===== src/rtl/byte_encode_stream_pkg.sv =====
// Shared definitions for the ByteEncode/ByteDecode streaming converters.
package byte_encode_stream_pkg;

    localparam int N_COEFFS = 256;
    localparam int D_MAX    = 12;
    localparam int ACC_W    = 20;

    typedef enum logic [1:0] {
        IDLE  = 2'd0,
        PACK  = 2'd1,
        DRAIN = 2'd2
    } enc_state_e;

    function automatic int bytes_per_poly(input logic [3:0] d);
        return (N_COEFFS * int'(d)) / 8;
    endfunction

endpackage


===== src/rtl/byte_encode_stream_bit_accum.sv =====
// Little-endian bit accumulator: variable-width pushes at the top of the valid
// bits, fixed 8-bit pops from the bottom.
module bit_accum #(
    parameter int ACC_W = 20,
    parameter int D_MAX = 12,
    parameter int CNT_W = $clog2(ACC_W + 1)
) (
    input  logic             clk_i,
    input  logic             rst_i,
    input  logic             clr_i,
    input  logic             push_i,
    input  logic [D_MAX-1:0] push_data_i,
    input  logic [3:0]       push_len_i,
    input  logic             pop_i,
    output logic [7:0]       pop_data_o,
    output logic [CNT_W-1:0] cnt_o
);

    logic [ACC_W-1:0] acc_q, acc_d;
    logic [ACC_W-1:0] mask, field;
    logic [CNT_W-1:0] cnt_q, cnt_d;

    always_comb begin
        mask  = (ACC_W'(1) << push_len_i) - ACC_W'(1);
        field = (ACC_W'(push_data_i) & mask) << cnt_q;
        acc_d = acc_q;
        cnt_d = cnt_q;
        // Push and pop never coincide in the encoder; pop takes priority anyway.
        if (clr_i) begin
            acc_d = '0;
            cnt_d = '0;
        end else if (pop_i) begin
            acc_d = acc_q >> 8;
            cnt_d = cnt_q - CNT_W'(8);
        end else if (push_i) begin
            acc_d = acc_q | field;
            cnt_d = cnt_q + CNT_W'(push_len_i);
        end
    end

    always_ff @(posedge clk_i) begin
        if (rst_i) begin
            acc_q <= '0;
            cnt_q <= '0;
        end else begin
            acc_q <= acc_d;
            cnt_q <= cnt_d;
        end
    end

    assign pop_data_o = acc_q[7:0];
    assign cnt_o      = cnt_q;

endmodule


===== src/rtl/byte_encode_stream.sv =====
// Streaming ByteEncode_d packer: N_COEFFS d-bit coefficients in, a little-endian
// byte stream out, valid/ready on both sides.
module byte_encode_stream #(
    parameter int N_COEFFS = 256,
    parameter int D_MAX    = 12,
    parameter int ACC_W    = 20
) (
    input  logic             clk_i,
    input  logic             rst_i,
    input  logic             start_i,
    input  logic [3:0]       d_i,
    input  logic [D_MAX-1:0] coeff_i,
    input  logic             coeff_valid_i,
    output logic             coeff_ready_o,
    output logic [7:0]       byte_o,
    output logic             byte_valid_o,
    input  logic             byte_ready_i,
    output logic             byte_last_o,
    output logic             busy_o,
    output logic             done_o,
    output logic             err_o
);

    import byte_encode_stream_pkg::*;

    localparam int CNT_W  = $clog2(ACC_W + 1);
    localparam int CCNT_W = $clog2(N_COEFFS + 1);
    localparam int BCNT_W = $clog2(N_COEFFS * D_MAX / 8 + 1);

    enc_state_e        state_q;
    logic [3:0]        d_q;
    logic [CCNT_W-1:0] coeff_cnt_q;
    logic [BCNT_W-1:0] byte_cnt_q;
    logic [BCNT_W-1:0] last_idx;
    logic              done_q, err_q;
    logic [CNT_W-1:0]  acc_cnt;
    logic              d_legal, start_ok, coeff_fire, byte_fire;

    assign d_legal    = (d_i != 4'd0) && (int'(d_i) <= D_MAX);
    assign start_ok   = (state_q == IDLE) && start_i && d_legal;
    assign last_idx   = BCNT_W'((N_COEFFS * int'(d_q)) / 8 - 1);

    assign coeff_ready_o = (state_q == PACK) && (acc_cnt < CNT_W'(8))
                           && (coeff_cnt_q < CCNT_W'(N_COEFFS));
    assign byte_valid_o  = (state_q != IDLE) && (acc_cnt >= CNT_W'(8));
    assign byte_last_o   = byte_valid_o && (byte_cnt_q == last_idx);
    assign busy_o        = (state_q != IDLE);
    assign done_o        = done_q;
    assign err_o         = err_q;

    assign coeff_fire = coeff_valid_i && coeff_ready_o;
    assign byte_fire  = byte_valid_o && byte_ready_i;

    bit_accum #(
        .ACC_W (ACC_W),
        .D_MAX (D_MAX),
        .CNT_W (CNT_W)
    ) u_accum (
        .clk_i       (clk_i),
        .rst_i       (rst_i),
        .clr_i       (start_ok),
        .push_i      (coeff_fire),
        .push_data_i (coeff_i),
        .push_len_i  (d_q),
        .pop_i       (byte_fire),
        .pop_data_o  (byte_o),
        .cnt_o       (acc_cnt)
    );

    always_ff @(posedge clk_i) begin
        if (rst_i) begin
            state_q     <= IDLE;
            d_q         <= 4'd0;
            coeff_cnt_q <= '0;
            byte_cnt_q  <= '0;
            done_q      <= 1'b0;
            err_q       <= 1'b0;
        end else begin
            done_q <= 1'b0;
            err_q  <= 1'b0;
            case (state_q)
                IDLE: begin
                    if (start_i) begin
                        if (d_legal) begin
                            state_q     <= PACK;
                            d_q         <= d_i;
                            coeff_cnt_q <= '0;
                            byte_cnt_q  <= '0;
                        end else begin
                            err_q <= 1'b1;
                        end
                    end
                end
                PACK: begin
                    if (coeff_fire) begin
                        coeff_cnt_q <= coeff_cnt_q + CCNT_W'(1);
                        if (coeff_cnt_q == CCNT_W'(N_COEFFS - 1)) begin
                            state_q <= DRAIN;
                        end
                    end
                    if (byte_fire) begin
                        byte_cnt_q <= byte_cnt_q + BCNT_W'(1);
                    end
                end
                DRAIN: begin
                    if (byte_fire) begin
                        byte_cnt_q <= byte_cnt_q + BCNT_W'(1);
                        if (byte_last_o) begin
                            state_q <= IDLE;
                            done_q  <= 1'b1;
                        end
                    end
                end
                default: state_q <= IDLE;
            endcase
        end
    end

endmodule


===== config.mk =====
export PLATFORM = sky130hd
export DESIGN_NAME = byte_encode_stream
export DESIGN_NICKNAME = d
export VERILOG_FILES = /design/src/rtl/byte_encode_stream_pkg.sv /design/src/rtl/byte_encode_stream_bit_accum.sv /design/src/rtl/byte_encode_stream.sv
export SDC_FILE = /design/constraint.sdc
export NUM_CORES = 1
export LEC_CHECK = 0
export CAP_MARGIN = 20
export CELL_PAD_IN_SITES_DETAIL_PLACEMENT = 1
export CELL_PAD_IN_SITES_GLOBAL_PLACEMENT = 1
export CORE_MARGIN = 2
export CORE_UTILIZATION = 47
export DETAILED_ROUTE_END_ITERATION = 12
export PLACE_DENSITY_LB_ADDON = 0.1
export SYNTH_ARGS = -nofsm -noshare
export SYNTH_HDL_FRONTEND = slang
export SYNTH_HIERARCHICAL = 1
export SYNTH_SLANG_ARGS = --single-unit

===== constraint.sdc =====
create_clock -name clk_i -period 7.6 [get_ports clk_i]
set_input_delay 0.76 -clock clk_i [delete_from_list [all_inputs] [get_ports clk_i]]
set_output_delay 0.76 -clock clk_i [all_outputs]
set_load 0.03 [all_outputs]

Word level (Yosys, flattened, before mapping)
Cells that the tools add are included.
- shifts and indexed selects: 2
- magnitude comparators: 4
- add/subtract/negate cells: 6
- bitwise gates (word level): 6
- reductions and logical operators: 24
- muxes and demuxes: 19
- eq/ne operators: 11
- operators by type and width (cell ; count):
    9-bit 2-to-1 mux ; 4
    9-bit case mux with 2 select lines ; 2
    12-bit 2-to-1 mux ; 2
    12-bit by 20-bit bitwise AND with 20-bit output ; 1
    20-bit OR ; 1
    1-bit by 4-bit left shift with 20-bit output (first input constant) ; 1
    20-bit by 5-bit left shift with 20-bit output ; 1
    20-bit by 2-bit subtractor with 20-bit output (second input constant) ; 1
    9-bit by 1-bit adder with 9-bit output (second input constant) ; 2
    2-bit 2-to-1 mux ; 6
    5-bit 2-to-1 mux ; 2
    2-bit inequality test (second input constant) ; 5
    9-bit by 8-bit equality test with 1-bit output (second input constant) ; 1
    9-bit equality test ; 1
    1-bit logical AND ; 9
    9-bit < comparator (second input constant) ; 1
    3-bit OR reduction ; 3
    9-bit by 1-bit subtractor with 9-bit output (second input constant) ; 1
    4-bit AND reduction ; 2
    2-bit nonzero test ; 4
    2-bit case mux with 3 select lines ; 1
    6-bit AND reduction ; 1
    5-bit by 4-bit adder with 5-bit output ; 1
    5-bit by 4-bit greater-or-equal comparator with 1-bit output (second input constant) ; 1
    12 further kinds ; 18
- input bits: 21
- flip-flop bits (word level): 51

Logic depth before layout (Yosys ltp)
Gate-level depths: netlist of run 1.
- depth in word-level cells: 7
- mapped depth: 12

Hierarchy
The synthesis of run 1 kept the hierarchy.
- by module, submodules not included (module ; area each (um^2) ; cells each ; seq. area each (um^2) ; times used):
    bit_accum ; 2273.4 ; 302 ; 500.5 ; 1
    byte_encode_stream ; 1551.5 ; 178 ; 520.5 ; 1

Worst setup path after synthesis of run 1
Ideal clock, no wire load.
- path kind: register to register
- from: register d_q[1]
- to: register u_accum.acc_q[13]
- buffers on the path: 2
- data required time: 7.467 ns
- library setup time: 0.133 ns
- slack: 4.860 ns
- clock period less this slack: 2.740 ns
- arrival: 2.607 ns
- stages on the path, launching flop included: 10
- cell sequence: dfxtp_1 -> or4_1 -> buf_2 -> ha_1 -> clkbuf_1 -> mux2_2 -> a31oi_1 -> a311oi_1 -> a2111oi_0 -> nor3_1
- word-level cells in the longest chain between the ends: 5
- ends and longest elaborated chain (what ; RTL line ; RTL):
    start: declaration ; byte_encode_stream.sv:31 ; logic [3:0] d_q;
    start signal: assignment ; byte_encode_stream.sv:86 ; d_q <= d_i;
    1-bit by 4-bit left shift with 20-bit output ; byte_encode_stream_bit_accum.sv:24 ; mask = (ACC_W'(1) << push_len_i) - ACC_W'(1);
    20-bit by 2-bit subtractor with 20-bit output ; byte_encode_stream_bit_accum.sv:24 ;
    12-bit by 20-bit bitwise AND with 20-bit output ; byte_encode_stream_bit_accum.sv:25 ; field = (ACC_W'(push_data_i) & mask) << cnt_q;
    20-bit by 5-bit left shift with 20-bit output ; byte_encode_stream_bit_accum.sv:25 ;
    20-bit OR ; byte_encode_stream_bit_accum.sv:36 ; acc_d = acc_q | field;
    end signal: assignment ; byte_encode_stream_bit_accum.sv:43 ; acc_q <= '0;
    end signal: assignment ; byte_encode_stream_bit_accum.sv:46 ; acc_q <= acc_d;
    end: declaration ; byte_encode_stream_bit_accum.sv:19 ; logic [ACC_W-1:0] acc_q, acc_d;
No other way between the ends.
A chain may end at the register's enable or synchronous reset.

Worst setup path in the final report of run 1
- from: register d_q[1]
- to: output port byte_last_o
- word-level cells in the longest chain between the ends: 3
- ends and longest elaborated chain (what ; RTL line ; RTL):
    9-bit by 1-bit subtractor with 9-bit output ; byte_encode_stream.sv:41 ; assign last_idx = BCNT_W'((N_COEFFS * int'(d_q)) / 8 - 1);
    9-bit equality test ; byte_encode_stream.sv:46 ; assign byte_last_o = byte_valid_o && (byte_cnt_q == last_idx);
    1-bit logical AND ; byte_encode_stream.sv:46 ;
    end: declaration ; byte_encode_stream.sv:18 ; output logic byte_last_o,
No other way between the ends.

==> results of run 1 <==
==> synthesized netlist by cell type (4+ instances only) <==
library cell	instances	share of area
and3_1	5	0.0082
dfxtp_1	51	0.27
a311oi_1	6	0.014
inv_1	21	0.021
nor4b_1	4	0.0092
nand3_1	17	0.022
and2_1	8	0.013
nand2_1	41	0.040
o21ai_0	25	0.033
buf_4	8	0.016
xor2_1	4	0.0092
a31oi_1	7	0.011
a21oi_1	36	0.047
buf_2	7	0.0092
nor3_1	9	0.012
a211oi_1	7	0.014
xnor2_1	12	0.027
mux2i_1	18	0.047
nand2b_1	9	0.015
o211ai_1	4	0.0079
nor2_1	50	0.049
nor2b_1	13	0.021
or2_2	6	0.0098
ha_1	14	0.046
clkbuf_1	16	0.016
a41oi_1	4	0.0092
==> path summary, 6_finish.rpt <==
| path | start | to | slack (ns) | cells past startpoint |
|---|---|---|---|---|
| hold reg to reg | byte_cnt_q[1] | byte_cnt_q[1] | 0.49 | 2 |
| hold / removal | byte_cnt_q[1] | byte_cnt_q[1] | 0.49 | 2 |
| setup / recovery | d_q[1] | byte_last_o | 4.05 | 7 |
| setup reg to reg | d_q[0] | u_accum/acc_q[11] | 4.21 | 8 |
==> routing by layer <==
layer / GRT usage / wire (µm) / vias to the layer above
met5: 0 / 0 / -
met4: 0.0821 / 215 / 0
met3: 0.0329 / 433 / 20
met2: 0.460 / 5490 / 96
met1: 0.317 / 4800 / 1792
li1: - / - / 1748
==> state kept, by name, summed over array words and instances, names as in the netlist <==
register       cells
u_accum/acc_q     20
state_q            2
err_o              1
coeff_cnt_q        9
done_o             1
u_accum/cnt_o      5
byte_cnt_q         9
d_q                4
==> worst max-delay path: stages, from the launching register on <==
cell	delay (ns)
dfxtp_1	0.72
inv_1	0.11
ha_1	0.32
xor2_1	0.15
nand2_1	0.06
nand4b_1	0.31
inv_1	0.13
clkdlybuf4s50_1	0.68
==> layout make-up <==
cell class,instances,area share
Multi-Input combinational cell,373,0.602
Sequential cell,51,0.243
Timing Repair Buffer,35,0.0827
Tap cell,102,0.0303
Clock buffer,6,0.0196
Inverter,22,0.0196
Clock inverter,2,0.00327
==> power groups by stage <==
stage | clock [mW] | combinational (mW) | sequential, mW
5_1_grt | 0.188 | 0.439 | 0.309
6_report | 0.175 | 0.402 | 0.305
4_1_cts | 0.180 | 0.399 | 0.304
3_5_place_dp | 0 | 0.396 | 0.311
2_1_floorplan | 0 | 0.313 | 0.297
3_3_place_gp | 0 | 0.388 | 0.309
==> through the flow <==
step / util / area (µm²) / setup WS, ns / power, mW
5_1_grt: 0.539 / 4210 / 3.84 / 0.936
6_report: 0.539 / 4210 / 4.05 / 0.881
3_5_place_dp: 0.527 / 4110 / 4.11 / 0.707
4_1_cts: 0.539 / 4210 / 4.01 / 0.883
2_1_floorplan: - / 3820 / 4.86 / 0.610
3_3_place_gp: 0.527 / 4110 / 4.23 / 0.696
==> logic make-up (layout without fill, tap and decap cells) <==
kind of cell	Yosys count	after routing	share of synthesized area
buffers and inverters	56	65	0.0710
AND/OR/NAND/NOR	187	187	0.267
adder cells (fa/ha/maj)	15	15	0.0510
XOR/XNOR	17	17	0.0409
AO/OA/AOI/OAI	133	133	0.247
flip-flops	51	51	0.267
multiplexers	21	21	0.0559
==> impl_metrics.toml, run 1 <==
[routing]
ant_nets = 0
drc = 0
routed_wl_um = 10900
drt_iter0_markers = 173
routedWlPerCell_um = 18.5
drtPass1Iterations = 4
via_per_inst = 6.19
via_count = 3656

[run]
cap_violations = 0

[timing]
fin_skew_ns = 0.0172
rsz0062_at_grt = "no"
worst-slew-pin-transition_ns = 0.891
slew-limit-headroom = 0.405
final_max_slew_viol_count = 0
whs_ns = 0.491
hold_violations = 0
fmax_mhz = 282
tns_ns = 0
fin_crit_sh = 0.467
setup_viol = 0
min_period_ns = 3.55

[power_and_ir_drop]
comb_power_share = 0.456
power_frac_seq = 0.346
powerDensity_nw_per_um2 = 209
p_int_uw = 501
pwr-share-clk = 0.198
switchingPower_uw = 380
p_sw_frac = 0.431
ir_worst_vdd_mv = 0.170
leakage_nw = 1.39

[worst_setup_path]
worstSetupPathType = "reg -> out"
cp.required_ns = 6.84
critPathLaunchType = "register"
path_max_fanout = 18
arrival_ns = 2.79
worstSetupEndpointType = "output pin"

[cts]
cts_tree = "yes"
clock_latency_ns = 0.32
cts_setup_buffers = 0
hold_buffers = 0
cts_sinks = 51
cts-root-buf = "clkbuf_8"
clockBufferDepth = 2
numCtsBuffers = 5
path_clk_slew_ns = 0.10
htree_levels = 2
cts_resized = 0

[global_route]
track_usage = 0.257
grt_pass1_wl_um = 18100
first_global_vias = 3695
grt.overflow.total = 0
grt_max_degree = 29
antenna_found_initial = 0

[finish]
final_common_cell = "dfxtp_1"
instances_no_fill = 591
antenna_cells = 0
fin_nets = 524
fillers = 966
multi_input_area_um2 = 2530
drive_gt1_frac = 0.0818
areaGrowthSynthToFinish_pct = 10.0
final_cell_mix = "dfxtp_1, nor2_1, nand2_1, a21oi_1, clkdlybuf4s50_1"
seq_area_um2 = 1020

[place]
dp.cells = 583
port_buffers = 34
gp_congestion = 0.934
dpl.hpwl_um = 8070

[floorplanning]
io_pins = 35
die_h_um = 94.2
die_w_um = 94.2
core_um2 = 7810
die_area_um2 = 8880
start_util = 0.490
row_count = 32

[synthesis]
syn_area_um2 = 3820
yosysWarningCount = 6
synth_ff_type = "dfxtp_1"
ys_ff_latch = 51
ys_async_sr_fraction = 0
avgSynthCellArea_um2 = 7.97
synth.net_count = 516
synth_edf_count = 0
synth_cell_type_count = 72
syn_inst = 480
ys_seq_area_frac = 0.267

[outcome]
status = "finished, final reports clean"

[hold_path]
hold_path_class = "reg -> reg"
(Power assumes the default switching activity.)
==> run 2, diff against run 1 <==
Settings changed: CORE_UTILIZATION 47 to 44.
Clock period 7.6 ns to 3.3 ns, I/O delays scaled along.
==> run 2 against run 1 <==
Effect of this change:
- worst setup slack worse by 3.8 ns
- clock skew down 0.0030 ns
- cell count up 3.7%
- total power up 130%
- critical path depth up 1
- global-route usage down 0.90 points
- non-clock buffer count up 16
- critical path type unchanged
- critical endpoint unchanged
==> impl_metrics.toml, run 2 (same netlist as run 1, synthesis figures left out) <==
[routing]
drc = 0
via_count = 3709
routedWlPerCell_um = 18.6
routed_wl_um = 11400
ant_nets = 0
drt_iter0_markers = 112
drtPass1Iterations = 4
via_per_inst = 6.05

[outcome]
status = "finished, final reports clean"

[place]
gp_congestion = 0.936
place_worst_setup_slack_ns = 0.357
port_buffers = 34
dpl.hpwl_um = 8570

[timing]
min_period_ns = 3.04
final_max_slew_viol_count = 0
fin_crit_sh = 0.920
hold_violations = 0
slew-limit-headroom = 0.556
setup_slack_ns = 0.264
tns_ns = 0
worst-slew-pin-transition_ns = 0.664
fin_skew_ns = 0.0142
fmax_mhz = 329
setup_viol = 0
rsz0062_at_grt = "no"

[global_route]
first_global_vias = 3824
grt_pass1_wl_um = 19300
track_usage = 0.248
grt_max_degree = 25
grt.overflow.total = 0
antenna_found_initial = 0

[power_and_ir_drop]
leakage_nw = 1.48
ir_worst_vdd_mv = 0.332
powerDensity_nw_per_um2 = 476

[cts]
numCtsBuffers = 5
clock_latency_ns = 0.31
hold_buffers = 0
path_clk_slew_ns = 0.10
cts_sinks = 51
clockBufferDepth = 2
htree_levels = 2
cts-root-buf = "clkbuf_8"
cts_tree = "yes"
cts_resized = 0
cts_setup_buffers = 0

[floorplanning]
row_count = 34
die_h_um = 97.2
start_util = 0.445
core_um2 = 8590
die_area_um2 = 9450
io_pins = 35
die_w_um = 97.2

[worst_setup_path]
path_max_fanout = 10
r2r_start = "d_q[1]"
critPathLaunchType = "register"
worstSetupPathType = "reg -> out"
startpoint = "d_q[1]"
worstSetupEndpointType = "output pin"
cp.required_ns = 2.97
arrival_ns = 2.71

[finish]
antenna_cells = 0
areaGrowthSynthToFinish_pct = 13.3
fillers = 1042
final_cell_mix = "dfxtp_1, nor2_1, nand2_1, a21oi_1, clkdlybuf4s50_1"
largest_register = "u_accum/acc_q"
fin_nets = 540
seq_area_um2 = 1020
drive_gt1_frac = 0.111
final_common_cell = "dfxtp_1"
reg.largest.list = "u_accum/acc_q (20), byte_cnt_q (9), coeff_cnt_q (9)"
post-route-util = 0.505
largest_reg_flops = 20
multi_input_area_um2 = 2530

[run]
cap_violations = 0

[hold_path]
hp-start = "u_accum/acc_q[12]"
hold_path_class = "reg -> reg"
==> run 2: cell count changes in the layout (fill, tap and decap cells not counted), sizes merged <==
cell	previous run	this run
buf	1	17
==> run 2: final timing paths <==
check                      endpoint  slack (ns)  cells after the start
setup reg to reg   u_accum/acc_q[9]        0.27                      8
hold reg to reg   u_accum/acc_q[12]        0.49                      2
hold / removal    u_accum/acc_q[12]        0.49                      2
setup / recovery        byte_last_o        0.26                      8
==> run 2: final cells by class <==
class / instances / share of cell area
clock buffers: 6 / 0.0190
clock inverters: 2 / 0.00317
inverters: 22 / 0.0190
multi-input cells: 373 / 0.584
flip-flops and latches: 51 / 0.235
well taps: 108 / 0.0312
repair buffers: 51 / 0.108
==> run 2: per-layer routing <==
| layer | track usage | up-vias | part of all wire |
|---|---|---|---|
| li1 | - | 1773 | - |
| met1 | 0.304 | 1816 | 0.43 |
| met2 | 0.444 | 96 | 0.51 |
| met3 | 0.0388 | 24 | 0.044 |
| met4 | 0.0769 | 0 | 0.021 |
| met5 | 0 | - | 0 |
==> run 2: through the flow <==
step,area (µm²),cells,hold WS [ns],power (mW)
final,4340,613,0.492,2.06
after global routing,4340,613,0.514,2.20
after CTS,4340,613,0.496,2.08
after detailed placement,4240,605,0.465,1.67
after global placement,4240,605,0.462,1.64
after floorplan,3820,480,0.436,1.41
==> run 2: worst max-delay path: stages (launching register included) <==
cell and delay [ns]:
dfxtp_1 0.48, buf_4 0.24, inv_1 0.07, ha_1 0.29, xor2_1 0.15, nand2_1 0.06, nand4b_1 0.32, inv_1 0.12
clkdlybuf4s50_1 0.67
==> run 2: power by group <==
part / switching (mW) / internal (mW)
Sequential: 0.0284 / 0.642
Clock: 0.225 / 0.172
Combinational: 0.623 / 0.372
